`config.mk`:
```
export PLATFORM = sky130hd
export DESIGN_NAME = i2s_tx
export DESIGN_NICKNAME = d
export VERILOG_FILES = /design/src/rtl/audio_pkg.sv /design/src/rtl/i2s_bclk_gen.sv /design/src/rtl/i2s_tx.sv
export SDC_FILE = /design/constraint.sdc
export NUM_CORES = 1
export LEC_CHECK = 0
export BUFFER_PORTS_ARGS = -buffer_cell sky130_fd_sc_hd__buf_2
export CORE_MARGIN = 2
export CORE_UTILIZATION = 45
export DETAILED_ROUTE_END_ITERATION = 8
export PLACE_DENSITY = 0.76
export SYNTH_ARGS = -nofsm -noshare
export SYNTH_HDL_FRONTEND = slang
export SYNTH_SLANG_ARGS = --single-unit
```
`constraint.sdc`:
```
create_clock -name clk -period 2.2 [get_ports clk]
set_input_delay 0.55 -clock clk [delete_from_list [all_inputs] [get_ports clk]]
set_output_delay 0.55 -clock clk [all_outputs]
set_load 0.05 [all_outputs]
```
`src/rtl/audio_pkg.sv`:
```
`default_nettype none
// ============================================================================
// Module      : audio_pkg
// Description : Shared audio-path defaults: sample/slot widths, frame length
//               and the I2S slot encoding.
// Revision    : 1.0 - initial release
// ============================================================================
package audio_pkg;

    localparam int c_DATA_W_DEFAULT = 24;
    localparam int c_SLOT_W_DEFAULT = 32;
    localparam int c_FRAME_LEN      = 2 * c_SLOT_W_DEFAULT;

    // Word-select encoding: left slot first in every frame.
    typedef enum logic [0:0] {
        SLOT_LEFT  = 1'b0,
        SLOT_RIGHT = 1'b1
    } slot_e;

    function automatic int frame_len(input int slot_w);
        return 2 * slot_w;
    endfunction

endpackage : audio_pkg
`default_nettype wire

```
`src/rtl/i2s_bclk_gen.sv`:
```
`default_nettype none
// ============================================================================
// Module      : i2s_bclk_gen
// Description : Divides clk into the I2S bit clock and strobes the clk cycle
//               on which BCLK is about to fall.
// Revision    : 1.0 - initial release
// ============================================================================
module i2s_bclk_gen #(
    parameter int BCLK_DIV = 4
) (
    input  logic clk,
    input  logic rst,
    output logic o_bclk,
    output logic o_fall
);

    localparam int                 c_CNT_W = (BCLK_DIV > 1) ? $clog2(BCLK_DIV) : 1;
    localparam logic [c_CNT_W-1:0] c_TERM  = c_CNT_W'(BCLK_DIV - 1);

    logic [c_CNT_W-1:0] r_div_cnt;
    logic               r_bclk;
    logic               w_term;

    assign w_term = (r_div_cnt == c_TERM);

    always_ff @(posedge clk) begin
        if (rst) begin
            r_div_cnt <= '0;
            r_bclk    <= 1'b0;
        end else if (w_term) begin
            r_div_cnt <= '0;
            r_bclk    <= ~r_bclk;
        end else begin
            r_div_cnt <= r_div_cnt + 1'b1;
        end
    end

    // Combinational so the consumer updates on the same edge BCLK falls.
    assign o_fall = w_term & r_bclk;
    assign o_bclk = r_bclk;

endmodule : i2s_bclk_gen
`default_nettype wire

```
`src/rtl/i2s_tx.sv`:
```
`default_nettype none
// ============================================================================
// Module      : i2s_tx
// Description : Stereo I2S transmitter with a one-deep sample holding register,
//               underrun signalling and clock-enable derived BCLK/LRCLK.
// Revision    : 1.0 - initial release
// ============================================================================
module i2s_tx
    import audio_pkg::*;
#(
    parameter int DATA_W   = c_DATA_W_DEFAULT,
    parameter int SLOT_W   = c_SLOT_W_DEFAULT,
    parameter int BCLK_DIV = 4
) (
    input  logic              clk,
    input  logic              reset,
    input  logic              s_valid,
    output logic              s_ready,
    input  logic [DATA_W-1:0] s_left,
    input  logic [DATA_W-1:0] s_right,
    output logic              BCLK,
    output logic              LRCLK,
    output logic              DAC_SDATA,
    output logic              frame_start,
    output logic              underrun
);

    localparam int                 c_FRAME = frame_len(SLOT_W);
    localparam int                 c_BIT_W = $clog2(c_FRAME);
    localparam logic [c_BIT_W-1:0] c_LAST  = c_BIT_W'(c_FRAME - 1);
    localparam logic [c_BIT_W-1:0] c_SLOT  = c_BIT_W'(SLOT_W);

    logic               w_fall;
    logic               w_hs;
    logic               w_frame_wrap;
    logic [c_BIT_W-1:0] w_bit_cnt_nxt;
    logic [c_BIT_W-1:0] w_b;
    logic [DATA_W-1:0]  w_act_l_nxt;
    logic [DATA_W-1:0]  w_act_r_nxt;
    logic [DATA_W-1:0]  w_word;
    logic               w_sdata_nxt;
    slot_e              w_slot;

    logic [c_BIT_W-1:0] r_bit_cnt;
    logic [DATA_W-1:0]  r_pend_l;
    logic [DATA_W-1:0]  r_pend_r;
    logic               r_pend_full;
    logic [DATA_W-1:0]  r_act_l;
    logic [DATA_W-1:0]  r_act_r;
    logic               r_lrclk;
    logic               r_sdata;
    logic               r_frame_start;
    logic               r_underrun;

    i2s_bclk_gen #(
        .BCLK_DIV (BCLK_DIV)
    ) u_bclk_gen (
        .clk    (clk),
        .rst    (reset),
        .o_bclk (BCLK),
        .o_fall (w_fall)
    );

    assign w_hs         = s_valid & ~r_pend_full;
    assign w_frame_wrap = w_fall & (r_bit_cnt == c_LAST);

    // Serializer works from post-update state so bit 0 of a new frame already
    // sees the freshly loaded sample.
    always_comb begin
        w_bit_cnt_nxt = w_frame_wrap ? '0 : r_bit_cnt + 1'b1;
        w_act_l_nxt   = r_act_l;
        w_act_r_nxt   = r_act_r;
        if (w_frame_wrap) begin
            w_act_l_nxt = r_pend_full ? r_pend_l : '0;
            w_act_r_nxt = r_pend_full ? r_pend_r : '0;
        end
        w_slot = (w_bit_cnt_nxt >= c_SLOT) ? SLOT_RIGHT : SLOT_LEFT;
        w_b    = (w_slot == SLOT_RIGHT) ? w_bit_cnt_nxt - c_SLOT : w_bit_cnt_nxt;
        w_word = (w_slot == SLOT_RIGHT) ? w_act_r_nxt : w_act_l_nxt;
        // Slot bit 0 is the I2S delay bit; bits past DATA_W pad with zero.
        w_sdata_nxt = 1'b0;
        for (int k = 1; k <= DATA_W; k++) begin
            if (w_b == c_BIT_W'(k)) begin
                w_sdata_nxt = w_word[DATA_W-k];
            end
        end
    end

    always_ff @(posedge clk) begin
        if (reset) begin
            r_bit_cnt     <= c_LAST;
            r_pend_l      <= '0;
            r_pend_r      <= '0;
            r_pend_full   <= 1'b0;
            r_act_l       <= '0;
            r_act_r       <= '0;
            r_lrclk       <= 1'b0;
            r_sdata       <= 1'b0;
            r_frame_start <= 1'b0;
            r_underrun    <= 1'b0;
        end else begin
            r_frame_start <= w_frame_wrap;
            r_underrun    <= w_frame_wrap & ~r_pend_full;
            if (w_fall) begin
                r_bit_cnt <= w_bit_cnt_nxt;
                r_act_l   <= w_act_l_nxt;
                r_act_r   <= w_act_r_nxt;
                r_lrclk   <= w_slot;
                r_sdata   <= w_sdata_nxt;
            end
            // A handshake needs an empty holder, so it never races the drain.
            if (w_hs) begin
                r_pend_l    <= s_left;
                r_pend_r    <= s_right;
                r_pend_full <= 1'b1;
            end else if (w_frame_wrap) begin
                r_pend_full <= 1'b0;
            end
        end
    end

    assign s_ready     = ~r_pend_full;
    assign LRCLK       = r_lrclk;
    assign DAC_SDATA   = r_sdata;
    assign frame_start = r_frame_start;
    assign underrun    = r_underrun;

endmodule : i2s_tx
`default_nettype wire

```
==> impl_metrics.json, run 1 <==
{
  "hold_buffers": 0,
  "fmax_ghz": 0.421,
  "r2r_cells": 11,
  "yosysWarningCount": 0,
  "setup_viol": 1,
  "synth_area_sq_mm": 0.00507,
  "place_area_sq_mm": 0.00600,
  "p_leak_nw": 2.78,
  "drive_gt1_share_pct": 30.7,
  "end_kind": "register",
  "yosys_register_bits": 110,
  "nets": 827,
  "critPathBufInv": 1,
  "hold_depth": 3,
  "worstSkewPairLatency_ns": 0.35,
  "synthCells": 663,
  "firstDrtPassIters": 5,
  "dieArea_sq_mm": 0.0121,
  "max_slew_margin_pct": 68.8,
  "synth_top_family_by_area": "simple AND/OR/NAND/NOR gates",
  "wl_um": 14500,
  "wire_per_inst_um": 15.8,
  "port-buffer-count": 56,
  "cpLargestDelayFamily": "compound AO/OA/AOI/OAI gates",
  "p_sw_share_pct": 24.9,
  "clk_pin_slew_worst_paths_ns": 0.08,
  "synth.mux.area_fraction_pct": 2.32,
  "core_area_sq_mm": 0.0109,
  "failed_checks": "setup timing",
  "internal-power_mw": 3.14,
  "hold_slack_ns": 0.426,
  "crit_slowest_cell": "dfxtp_4",
  "clockPowerShare_pct": 40.3,
  "comb_power_share_pct": 9.5,
  "place_hpwl_um": 9630,
  "cts_root_buffer": "clkbuf_16",
  "fin_ws_ns": -0.177,
  "vias": 5112,
  "grt_max_degree": 82,
  "antenna_cells": 0,
  "ys_types": 65,
  "hp-start": "s_left[19]",
  "placementRows": 38,
  "r2r_start": "r_bit_cnt[0]$_SDFFE_PP1P_",
  "drtIter0Drc": 471,
  "critPathMaxStageDelay_ns": 0.37,
  "cts-buffers-inserted": 9,
  "final_area_sq_mm": 0.00675,
  "synth-edff-count": 0,
  "synth-main-ff-cell": "dfxtp_1",
  "htreeDepth": 3,
  "power_density_mw_per_mm2": 619,
  "place_inst": 890,
  "synthToLayoutAreaGrowth_pct": 33.2,
  "async_flop_share_pct": 0,
  "period_share_pct": 108,
  "period_minus_slack_ns": 2.38,
  "critPathKind": "register to register",
  "rr_endpoint": "DAC_SDATA$_SDFFE_PP0P_",
  "synth-xor-area-share_pct": 0.346,
  "fin_cells": 916,
  "antenna_found_initial": 0,
  "synth-compound-area-share_pct": 20.4,
  "grt_first_pass_wirelength_um": 23800,
  "synthAdderAreaFrac_pct": 1.23,
  "dieHeight_um": 110,
  "outcome": "finished, violations left",
  "tritoncts": "yes",
  "cts_sinks": 110,
  "start_util_pct": 46.4,
  "groute.usage.overall_pct": 24.9,
  "r2r_slack_ns": -0.18,
  "arrival_ns": 2.64,
  "ir_drop_v": 0.000842,
  "synth_nets": 719,
  "synthSimpleGateAreaFrac_pct": 26.5,
  "holdPathEnd": "r_pend_l[19]$_SDFFE_PP0P_",
  "seqPwrFrac_pct": 50.2,
  "cp_cell_sequence": "ha_4 -> nand4_4 -> buf_6 -> nor3_2 -> a21oi_1 -> mux2_4 -> a2bb2oi_2 -> o22ai_2 -> o32ai_2 -> a211oi_2 -> o31ai_1",
  "required_ns": 2.47,
  "tightest_slew_ns": 0.469,
  "cap_violations": 0,
  "hold_class": "input port to register",
  "rsz0062_at_grt": "yes",
  "via_per_inst": 5.58,
  "hold_viol": 0,
  "grt_pass1_vias": 5064,
  "slew_viol_final": 0,
  "clockBufferDepth": 2,
  "boundaryPins": 57,
  "skew_ns": 0.00752,
  "antenna_left": 0,
  "place.gp.congestion": 0.939,
  "mostFrequentLayoutCells": "nand2_1, dfxtp_1, a21oi_1, buf_4, buf_2",
  "synth_seq_area_share_pct": 43.4,
  "drc": 0,
  "final_common_cell": "nand2_1",
  "power_switching_mw": 1.04,
  "die_w_um": 110,
  "avgSynthCellArea_sq_um": 7.65,
  "utilization_pct": 61.8,
  "startpoint_type": "register",
  "grt_overflow_total": 0,
  "worstPathMaxFanout": 7
}
kinds of logic (layout without fill, tap and decap cells):
kind of cell / Yosys count / count (layout)
compound gates: 172 / 172
xor+xnor: 2 / 2
fa+ha+maj: 5 / 5
buf+inv: 63 / 176
flops: 110 / 110
mux: 11 / 11
simple gates: 300 / 300
worst register-to-register path, cell delays in order, from the launching register on:
cell	delay, ns
dfxtp_4	0.37
ha_4	0.17
nand4_4	0.16
buf_6	0.20
nor3_2	0.20
a21oi_1	0.09
mux2_4	0.29
a2bb2oi_2	0.14
o22ai_2	0.12
o32ai_2	0.28
a211oi_2	0.07
o31ai_1	0.21
synth_stat cells, types with 3 or more instances:
cell | count | area share [%]
dfxtp_1 | 110 | 43
nor2b_1 | 11 | 1.4
o21ai_0 | 17 | 1.7
nor2_1 | 43 | 3.2
a31oi_1 | 3 | 0.37
and3_1 | 23 | 2.8
mux2i_1 | 8 | 1.6
and2_1 | 4 | 0.49
ha_1 | 5 | 1.2
buf_6 | 5 | 1.1
clkbuf_1 | 34 | 2.5
inv_1 | 8 | 0.59
nor3_1 | 19 | 1.9
o221ai_1 | 3 | 0.52
nand3_1 | 25 | 2.5
buf_2 | 10 | 0.99
or3_1 | 3 | 0.37
a21oi_1 | 106 | 10
o31ai_1 | 5 | 0.74
nand2_1 | 157 | 12
o21bai_1 | 6 | 0.89
buf_1 | 3 | 0.22
final cells by class:
type | instances | area [sq um]
fill | 938 | 4180
multi-input combinational | 490 | 2900
sequential | 110 | 2220
timing repair buffer | 152 | 1130
clock buffer | 10 | 239
tap | 140 | 175
clock inverter | 6 | 67.6
inverter | 8 | 30.0
repair_timing:
item | CTS | global route
cloned | 1 | 0
endpoints found under the hold margin | 0 | 0
buffers inserted | 10 | 0
setup endpoints to repair | 1 | 1
gates resized for setup | 77 | 8
pin swaps | 25 | 4
flip-flops by register name (all words and copies together) (netlist names):
signal,cells
DAC_SDATA,1
r_act_l,24
LRCLK,1
underrun,1
frame_start,1
r_pend_full,1
r_bit_cnt,6
r_pend_r,24
u_bclk_gen.o_bclk,1
u_bclk_gen.r_div_cnt,2
r_act_r,24
r_pend_l,24
metrics by stage:
stage | total power, mW | setup WS [ns] | TNS [ns]
floorplan | 2.35 | -0.0243 | -0.501
global placement | 2.49 | -0.256 | -0.256
detailed placement | 2.50 | -0.285 | -0.285
CTS | 4.19 | -0.0430 | -0.0430
global route | 4.33 | -0.336 | -0.336
finish | 4.18 | -0.177 | -0.177
worst max-delay path by stage:
| stage | startpoint | endpoint | slack, ns | cells after the start |
|---|---|---|---|---|
| floorplan | r_pend_full$_SDFFE_PP0P_ | r_pend_l[22]$_SDFFE_PP0P_ | -0.02 | 9 |
| global placement | r_bit_cnt[3]$_SDFFE_PP1P_ | DAC_SDATA$_SDFFE_PP0P_ | -0.26 | 11 |
| detailed placement | r_bit_cnt[3]$_SDFFE_PP1P_ | DAC_SDATA$_SDFFE_PP0P_ | -0.28 | 11 |
| CTS | r_bit_cnt[1]$_SDFFE_PP1P_ | DAC_SDATA$_SDFFE_PP0P_ | -0.04 | 11 |
| global route | r_bit_cnt[1]$_SDFFE_PP1P_ | DAC_SDATA$_SDFFE_PP0P_ | -0.34 | 11 |
| finish | r_bit_cnt[0]$_SDFFE_PP1P_ | DAC_SDATA$_SDFFE_PP0P_ | -0.18 | 11 |
power by group through the flow:
| stage | Clock [mW] | Combinational, mW | Sequential, mW |
|---|---|---|---|
| global placement | 0 | 0.352 | 2.14 |
| CTS | 1.70 | 0.389 | 2.10 |
| global route | 1.79 | 0.436 | 2.10 |
| finish | 1.69 | 0.396 | 2.10 |
| floorplan | 0 | 0.223 | 2.13 |
| detailed placement | 0 | 0.363 | 2.14 |
per-layer routing:
| layer | vias up | part of all wire (%) | track usage (%) |
|---|---|---|---|
| met4 | 0 | 2.7 | 10.2 |
| li1 | 2491 | - | - |
| met3 | 39 | 6.7 | 5.00 |
| met5 | - | 0 | 0 |
| met1 | 2408 | 44 | 32.7 |
| met2 | 174 | 47 | 39.9 |
Note: power is estimated with default switching activity, not from simulation.
==> inputs of run 2 (changes only) <==
--- a/config.mk
+++ b/config.mk
@@ -10,6 +10,7 @@
 export CORE_UTILIZATION = 45
 export DETAILED_ROUTE_END_ITERATION = 8
 export PLACE_DENSITY = 0.76
+export SETUP_SLACK_MARGIN = 0.3
 export SYNTH_ARGS = -nofsm -noshare
 export SYNTH_HDL_FRONTEND = slang
 export SYNTH_SLANG_ARGS = --single-unit
==> constraint.sdc (replaced) <==
create_clock -name clk -period 2.2 [get_ports clk]
set_input_delay 0.55 -clock clk [delete_from_list [all_inputs] [get_ports clk]]
set_output_delay 0.55 -clock clk [all_outputs]
set_load 0.01 [all_outputs]
==> run 2 against run 1 <==
Effect of this change:
- critical path type unchanged
- power decreased by 0.72%
- critical path depth increased by 1
- first-iteration DRC count fell by 19%
- non-clock buffer count increased by 4
- the flow still finishes with violations (setup timing)
==> impl_metrics.json, run 2 (same netlist as run 1, synthesis figures left out) <==
{
  "htreeDepth": 3,
  "critPathMaxStageDelay_ns": 0.36,
  "grtUsageMet3_pct": 3.82,
  "power_density_mw_per_mm2": 623,
  "tritoncts": "yes",
  "slew_viol_final": 0,
  "utilization_pct": 60.9,
  "groute.usage.overall_pct": 23.9,
  "failed_checks": "setup timing",
  "tightest_slew_ns": 0.478,
  "core_area_sq_mm": 0.0109,
  "n_fill_cell": 956,
  "place_hpwl_um": 9560,
  "setup_viol": 1,
  "drive_gt1_share_pct": 28.8,
  "final_common_cell": "nand2_1",
  "via_per_inst": 5.55,
  "use_met2_pct": 39.8,
  "dieArea_sq_mm": 0.0121,
  "path_depth": 12,
  "cpLargestDelayFamily": "compound AO/OA/AOI/OAI gates",
  "cts_root_buffer": "clkbuf_16",
  "grt_pass1_vias": 4823,
  "skew_ns": 0.00735,
  "nets": 831,
  "wl_um": 13900,
  "place_area_sq_mm": 0.00610,
  "critPathKind": "register to register",
  "port-buffer-count": 56,
  "antenna_left": 0,
  "outcome": "finished, violations left",
  "hold_viol": 0,
  "rr_endpoint": "DAC_SDATA$_SDFFE_PP0P_",
  "grt-busiest-layer": "met2",
  "final_area_sq_mm": 0.00666,
  "r2r_start": "u_bclk_gen.r_div_cnt[0]$_SDFF_PP0_",
  "worstPathMaxFanout": 6,
  "max_slew_margin_pct": 68.0,
  "critPathBufInv": 2,
  "synthToLayoutAreaGrowth_pct": 31.4,
  "use_met1_pct": 31.6,
  "drc": 0,
  "endpoint": "DAC_SDATA$_SDFFE_PP0P_",
  "r2r_cells": 12,
  "period_minus_slack_ns": 2.50,
  "arrival_ns": 2.73,
  "boundaryPins": 57,
  "crit_slowest_cell": "dfxtp_4",
  "placementRows": 38,
  "cp_cell_sequence": "ha_4 -> nand4_4 -> a21oi_4 -> buf_4 -> or2_4 -> buf_4 -> nand2_1 -> a41oi_2 -> o41ai_2 -> o31ai_2 -> o21bai_1 -> o31ai_1",
  "crit_start": "u_bclk_gen.r_div_cnt[0]$_SDFF_PP0_",
  "hold_class": "input port to register",
  "grt_max_degree": 79,
  "cap_violations": 0,
  "antenna_cells": 0,
  "wire_per_inst_um": 15.1,
  "die_w_um": 110,
  "ir_drop_v": 0.000408,
  "startpoint_type": "register",
  "p_leak_nw": 2.76,
  "cts-buffers-inserted": 9,
  "r2r_slack_ns": -0.30,
  "grt_overflow_total": 0,
  "firstDrtPassIters": 5,
  "dieHeight_um": 110,
  "period_share_pct": 114,
  "end_kind": "register",
  "rsz0062_at_grt": "yes",
  "cpMostUsedCell": "buf_4",
  "drtIter0Drc": 383,
  "mostFrequentLayoutCells": "nand2_1, dfxtp_1, a21oi_1, buf_4, buf_2",
  "place.gp.congestion": 0.933,
  "worstSkewPairLatency_ns": 0.35,
  "cts_sinks": 110,
  "fin_ws_ns": -0.300,
  "clk_pin_slew_worst_paths_ns": 0.07,
  "fmax_ghz": 0.400,
  "clockBufferDepth": 2,
  "required_ns": 2.43,
  "vias": 5105,
  "start_util_pct": 46.4,
  "antenna_found_initial": 0,
  "grt_first_pass_wirelength_um": 22900
}
## run 2: cell count changes in the layout (fill, tap and decap cells not counted), sizes merged
cell,before,now
buf,152,156
## run 2: how the worst min path moves through the flow
stage	start	endpoint	slack, ns	cells past startpoint
after detailed placement	u_bclk_gen.r_div_cnt[0]$_SDFF_PP0_	u_bclk_gen.r_div_cnt[0]$_SDFF_PP0_	0.44	1
after global placement	u_bclk_gen.r_div_cnt[0]$_SDFF_PP0_	u_bclk_gen.r_div_cnt[0]$_SDFF_PP0_	0.42	1
after CTS	s_left[11]	r_pend_l[11]$_SDFFE_PP0P_	0.42	3
after global routing	s_left[7]	r_pend_l[7]$_SDFFE_PP0P_	0.43	3
after floorplan	u_bclk_gen.r_div_cnt[0]$_SDFF_PP0_	u_bclk_gen.r_div_cnt[0]$_SDFF_PP0_	0.41	1
final	s_right[13]	r_pend_r[13]$_SDFFE_PP0P_	0.43	3
## run 2: layout make-up
class                           instances  area (sq um)  share of cell area [%]
Sequential cell                       110          2220                    33.3
Tap cell                              140           175                    2.63
Timing Repair Buffer                  156          1110                    16.7
Multi-Input combinational cell        490          2820                    42.3
Clock inverter                          6          67.6                    1.01
Clock buffer                           10           239                    3.59
Inverter                                8          30.0                   0.451
## run 2: stage by stage
stage / total power, mW / worst slack, ns / setup TNS (ns) / cells / hold slack (ns)
6_report: 4.15 / -0.300 / -0.300 / 920 / 0.426
5_1_grt: 4.32 / -0.369 / -0.369 / 920 / 0.428
4_1_cts: 4.16 / -0.124 / -0.124 / 916 / 0.423
3_5_place_dp: 2.50 / -0.211 / -0.211 / 895 / 0.436
3_3_place_gp: 2.49 / -0.172 / -0.172 / 895 / 0.418
2_1_floorplan: 2.35 / 0.0530 / 0 / 663 / 0.412
## run 2: worst min-delay path, stage by stage
cell and delay [ns]:
buf_2 0.09, nand2_1 0.04, a21oi_1 0.05
## run 2: repair_timing
item                       4_1_cts  5_1_grt
setup buffers                    5        4
setup endpoints to repair        2        1
gates cloned                     0        0
hold buffers                     0        0
pin swaps                       10       15
resized for setup               17       26
## run 2: routing by layer
metal / share of wire (%) / wire length, um
met1: 45 / 6300
met2: 48 / 6690
met5: 0 / 0
met4: 2.0 / 277
met3: 4.7 / 660
## run 2: power by group
part,total [mW],internal [mW],leakage [nW],switching [mW]
clock,1.67,0.922,0.151,0.749
sequential,2.09,2.05,0.895,0.0413
combinational,0.387,0.167,1.72,0.220
==> inputs of run 3 (changes only) <==
--- a/config.mk
+++ b/config.mk
@@ -7,9 +7,9 @@
 export LEC_CHECK = 0
 export BUFFER_PORTS_ARGS = -buffer_cell sky130_fd_sc_hd__buf_2
 export CORE_MARGIN = 2
-export CORE_UTILIZATION = 45
+export CORE_UTILIZATION = 40
 export DETAILED_ROUTE_END_ITERATION = 8
-export PLACE_DENSITY = 0.76
+export PLACE_DENSITY = 0.7
 export SETUP_SLACK_MARGIN = 0.3
 export SYNTH_ARGS = -nofsm -noshare
 export SYNTH_HDL_FRONTEND = slang
==> run 3 against run 2 <==
Effect of this change:
- maximum frequency is 7.9% higher
- count of clock-buffer cells in the layout stayed put
- routed wire length is 2.0% higher
- the flow still finishes with violations (setup timing)
- critical path depth is 1 lower
- worst hold slack better by 0.0045 ns
- global-route usage is 2.5 points lower
- clock skew is 0.0024 ns higher
- combinational power is 4% lower
- largest cell class unchanged
- die area is 12% higher
- sequential power hardly changed
- final cell count is 3.4% higher
- first-iteration DRC count is 41% lower
- critical path type unchanged
==> impl_metrics.json, run 3 (same netlist as run 1, synthesis figures left out) <==
{
  "outcome": "finished, violations left",
  "failed_checks": "setup timing",
  "clockPowerShare_pct": 38.9,
  "htreeDepth": 3,
  "cts-buffers-inserted": 9,
  "hold_class": "register to register",
  "wl_um": 14200,
  "comb_power_share_pct": 9.2,
  "die_w_um": 117,
  "port-buffer-count": 56,
  "worstPathMaxFanout": 7,
  "worstSkewPairLatency_ns": 0.35,
  "power_mw": 4.03,
  "cp_cell_sequence": "ha_4 -> nand4_4 -> buf_6 -> nor3_1 -> a21oi_1 -> mux2_4 -> a2bb2oi_2 -> o22ai_2 -> o32ai_2 -> a211oi_2 -> o31ai_1",
  "nets": 831,
  "hold_viol": 0,
  "hold_slack_ns": 0.430,
  "place.gp.congestion": 0.866,
  "tritoncts": "yes",
  "p_sw_share_pct": 25.2,
  "max_slew_margin_pct": 69.5,
  "start_util_pct": 40.5,
  "power_density_mw_per_mm2": 603,
  "tightest_slew_ns": 0.458,
  "hold_buffers": 0,
  "drtIter0Drc": 227,
  "startpoint_type": "register",
  "r2r_start": "r_bit_cnt[1]$_SDFFE_PP1P_",
  "mostFrequentLayoutCells": "nand2_1, dfxtp_1, a21oi_1, buf_4, buf_2",
  "required_ns": 2.46,
  "internal-power_mw": 3.02,
  "via_per_inst": 5.26,
  "grt_overflow_total": 0,
  "core_area_sq_mm": 0.0125,
  "synthToLayoutAreaGrowth_pct": 31.8,
  "clk_pin_slew_worst_paths_ns": 0.07,
  "seqPwrFrac_pct": 51.9,
  "crit_slowest_cell": "dfxtp_4",
  "dieArea_sq_mm": 0.0136,
  "firstDrtPassIters": 4,
  "setup_viol": 1,
  "power_switching_mw": 1.01,
  "final.setup.tns_ns": -0.116,
  "drive_gt1_share_pct": 29.0,
  "cts_sinks": 110,
  "hp-start": "u_bclk_gen.r_div_cnt[0]$_SDFF_PP0_",
  "cap_violations": 0,
  "cts_root_buffer": "clkbuf_16",
  "arrival_ns": 2.58,
  "ir_drop_v": 0.000370,
  "utilization_pct": 53.4,
  "n_fill_cell": 1205,
  "placementRows": 41,
  "slew_viol_final": 0,
  "final_area_sq_mm": 0.00668,
  "grt_first_pass_wirelength_um": 23000,
  "r2r_cells": 11,
  "antenna_left": 0,
  "period_minus_slack_ns": 2.32,
  "drc": 0,
  "grt_max_degree": 78,
  "holdPathEnd": "u_bclk_gen.r_div_cnt[0]$_SDFF_PP0_",
  "rr_endpoint": "DAC_SDATA$_SDFFE_PP0P_",
  "hold_depth": 1,
  "fmax_ghz": 0.432,
  "boundaryPins": 57,
  "skew_ns": 0.00976,
  "antenna_found_initial": 0,
  "critPathKind": "register to register",
  "clockBufferDepth": 2,
  "fin_ws_ns": -0.116,
  "vias": 5001,
  "grt_pass1_vias": 4619,
  "p_leak_nw": 2.77,
  "groute.usage.overall_pct": 21.4,
  "rsz0062_at_grt": "yes",
  "antenna_cells": 0,
  "period_share_pct": 105,
  "critPathMaxStageDelay_ns": 0.37,
  "wire_per_inst_um": 14.9,
  "place_area_sq_mm": 0.00618,
  "dieHeight_um": 117,
  "r2r_slack_ns": -0.12,
  "final_common_cell": "nand2_1",
  "end_kind": "register",
  "place_hpwl_um": 9980
}
run 3: repair_timing:
action | 4_1_cts | 5_1_grt
setup endpoints to repair | 1 | 1
buffers inserted | 3 | 3
resized for setup | 34 | 11
pin swaps | 17 | 6
run 3: how the worst max path moves through the flow:
stage | start | to | slack [ns] | depth (start not counted)
final | r_bit_cnt[1]$_SDFFE_PP1P_ | DAC_SDATA$_SDFFE_PP0P_ | -0.12 | 11
after global routing | r_bit_cnt[1]$_SDFFE_PP1P_ | DAC_SDATA$_SDFFE_PP0P_ | -0.26 | 12
after detailed placement | r_bit_cnt[0]$_SDFFE_PP1P_ | DAC_SDATA$_SDFFE_PP0P_ | -0.25 | 11
after floorplan | r_bit_cnt[1]$_SDFFE_PP1P_ | DAC_SDATA$_SDFFE_PP0P_ | 0.05 | 11
after global placement | r_bit_cnt[2]$_SDFFE_PP1P_ | DAC_SDATA$_SDFFE_PP0P_ | -0.32 | 10
after CTS | r_bit_cnt[0]$_SDFFE_PP1P_ | DAC_SDATA$_SDFFE_PP0P_ | -0.11 | 11
run 3: per-layer routing:
| layer | track usage [%] | wire (um) | vias to the layer above |
|---|---|---|---|
| met3 | 3.11 | 608 | 20 |
| met4 | 7.14 | 292 | 0 |
| met5 | 0 | 0 | - |
| met1 | 30.0 | 6670 | 2361 |
| met2 | 33.8 | 6620 | 125 |
| li1 | - | - | 2495 |
run 3: area by class of cell:
class	instances	area, sq um	area share (%)
Multi-Input combinational cell	490	2800	41.9
Timing Repair Buffer	156	1140	17.1
Sequential cell	110	2210	33.2
Clock inverter	5	41.3	0.618
Tap cell	172	215	3.22
Clock buffer	10	239	3.58
Inverter	8	30.0	0.450
run 3: worst max-delay path, delay by kind of cell (launching register included):
family	cells	cell delay (ns)
compound gates	6	0.88
flops	1	0.37
simple gates	2	0.36
mux	1	0.28
buf+inv	1	0.19
fa+ha+maj	1	0.17
run 3: per-stage QoR:
stage                     instances  setup slack (ns)
final                           951            -0.116
after floorplan                 663            0.0530
after global routing            951            -0.256
after CTS                       948            -0.107
after detailed placement        930            -0.249
after global placement          930            -0.324
run 3: power groups by stage:
stage / Clock [mW] / Sequential (mW) / Combinational (mW)
floorplan: 0 / 2.13 / 0.223
global placement: 0 / 2.14 / 0.350
CTS: 1.59 / 2.09 / 0.369
detailed placement: 0 / 2.14 / 0.360
finish: 1.57 / 2.09 / 0.372
global route: 1.66 / 2.10 / 0.414
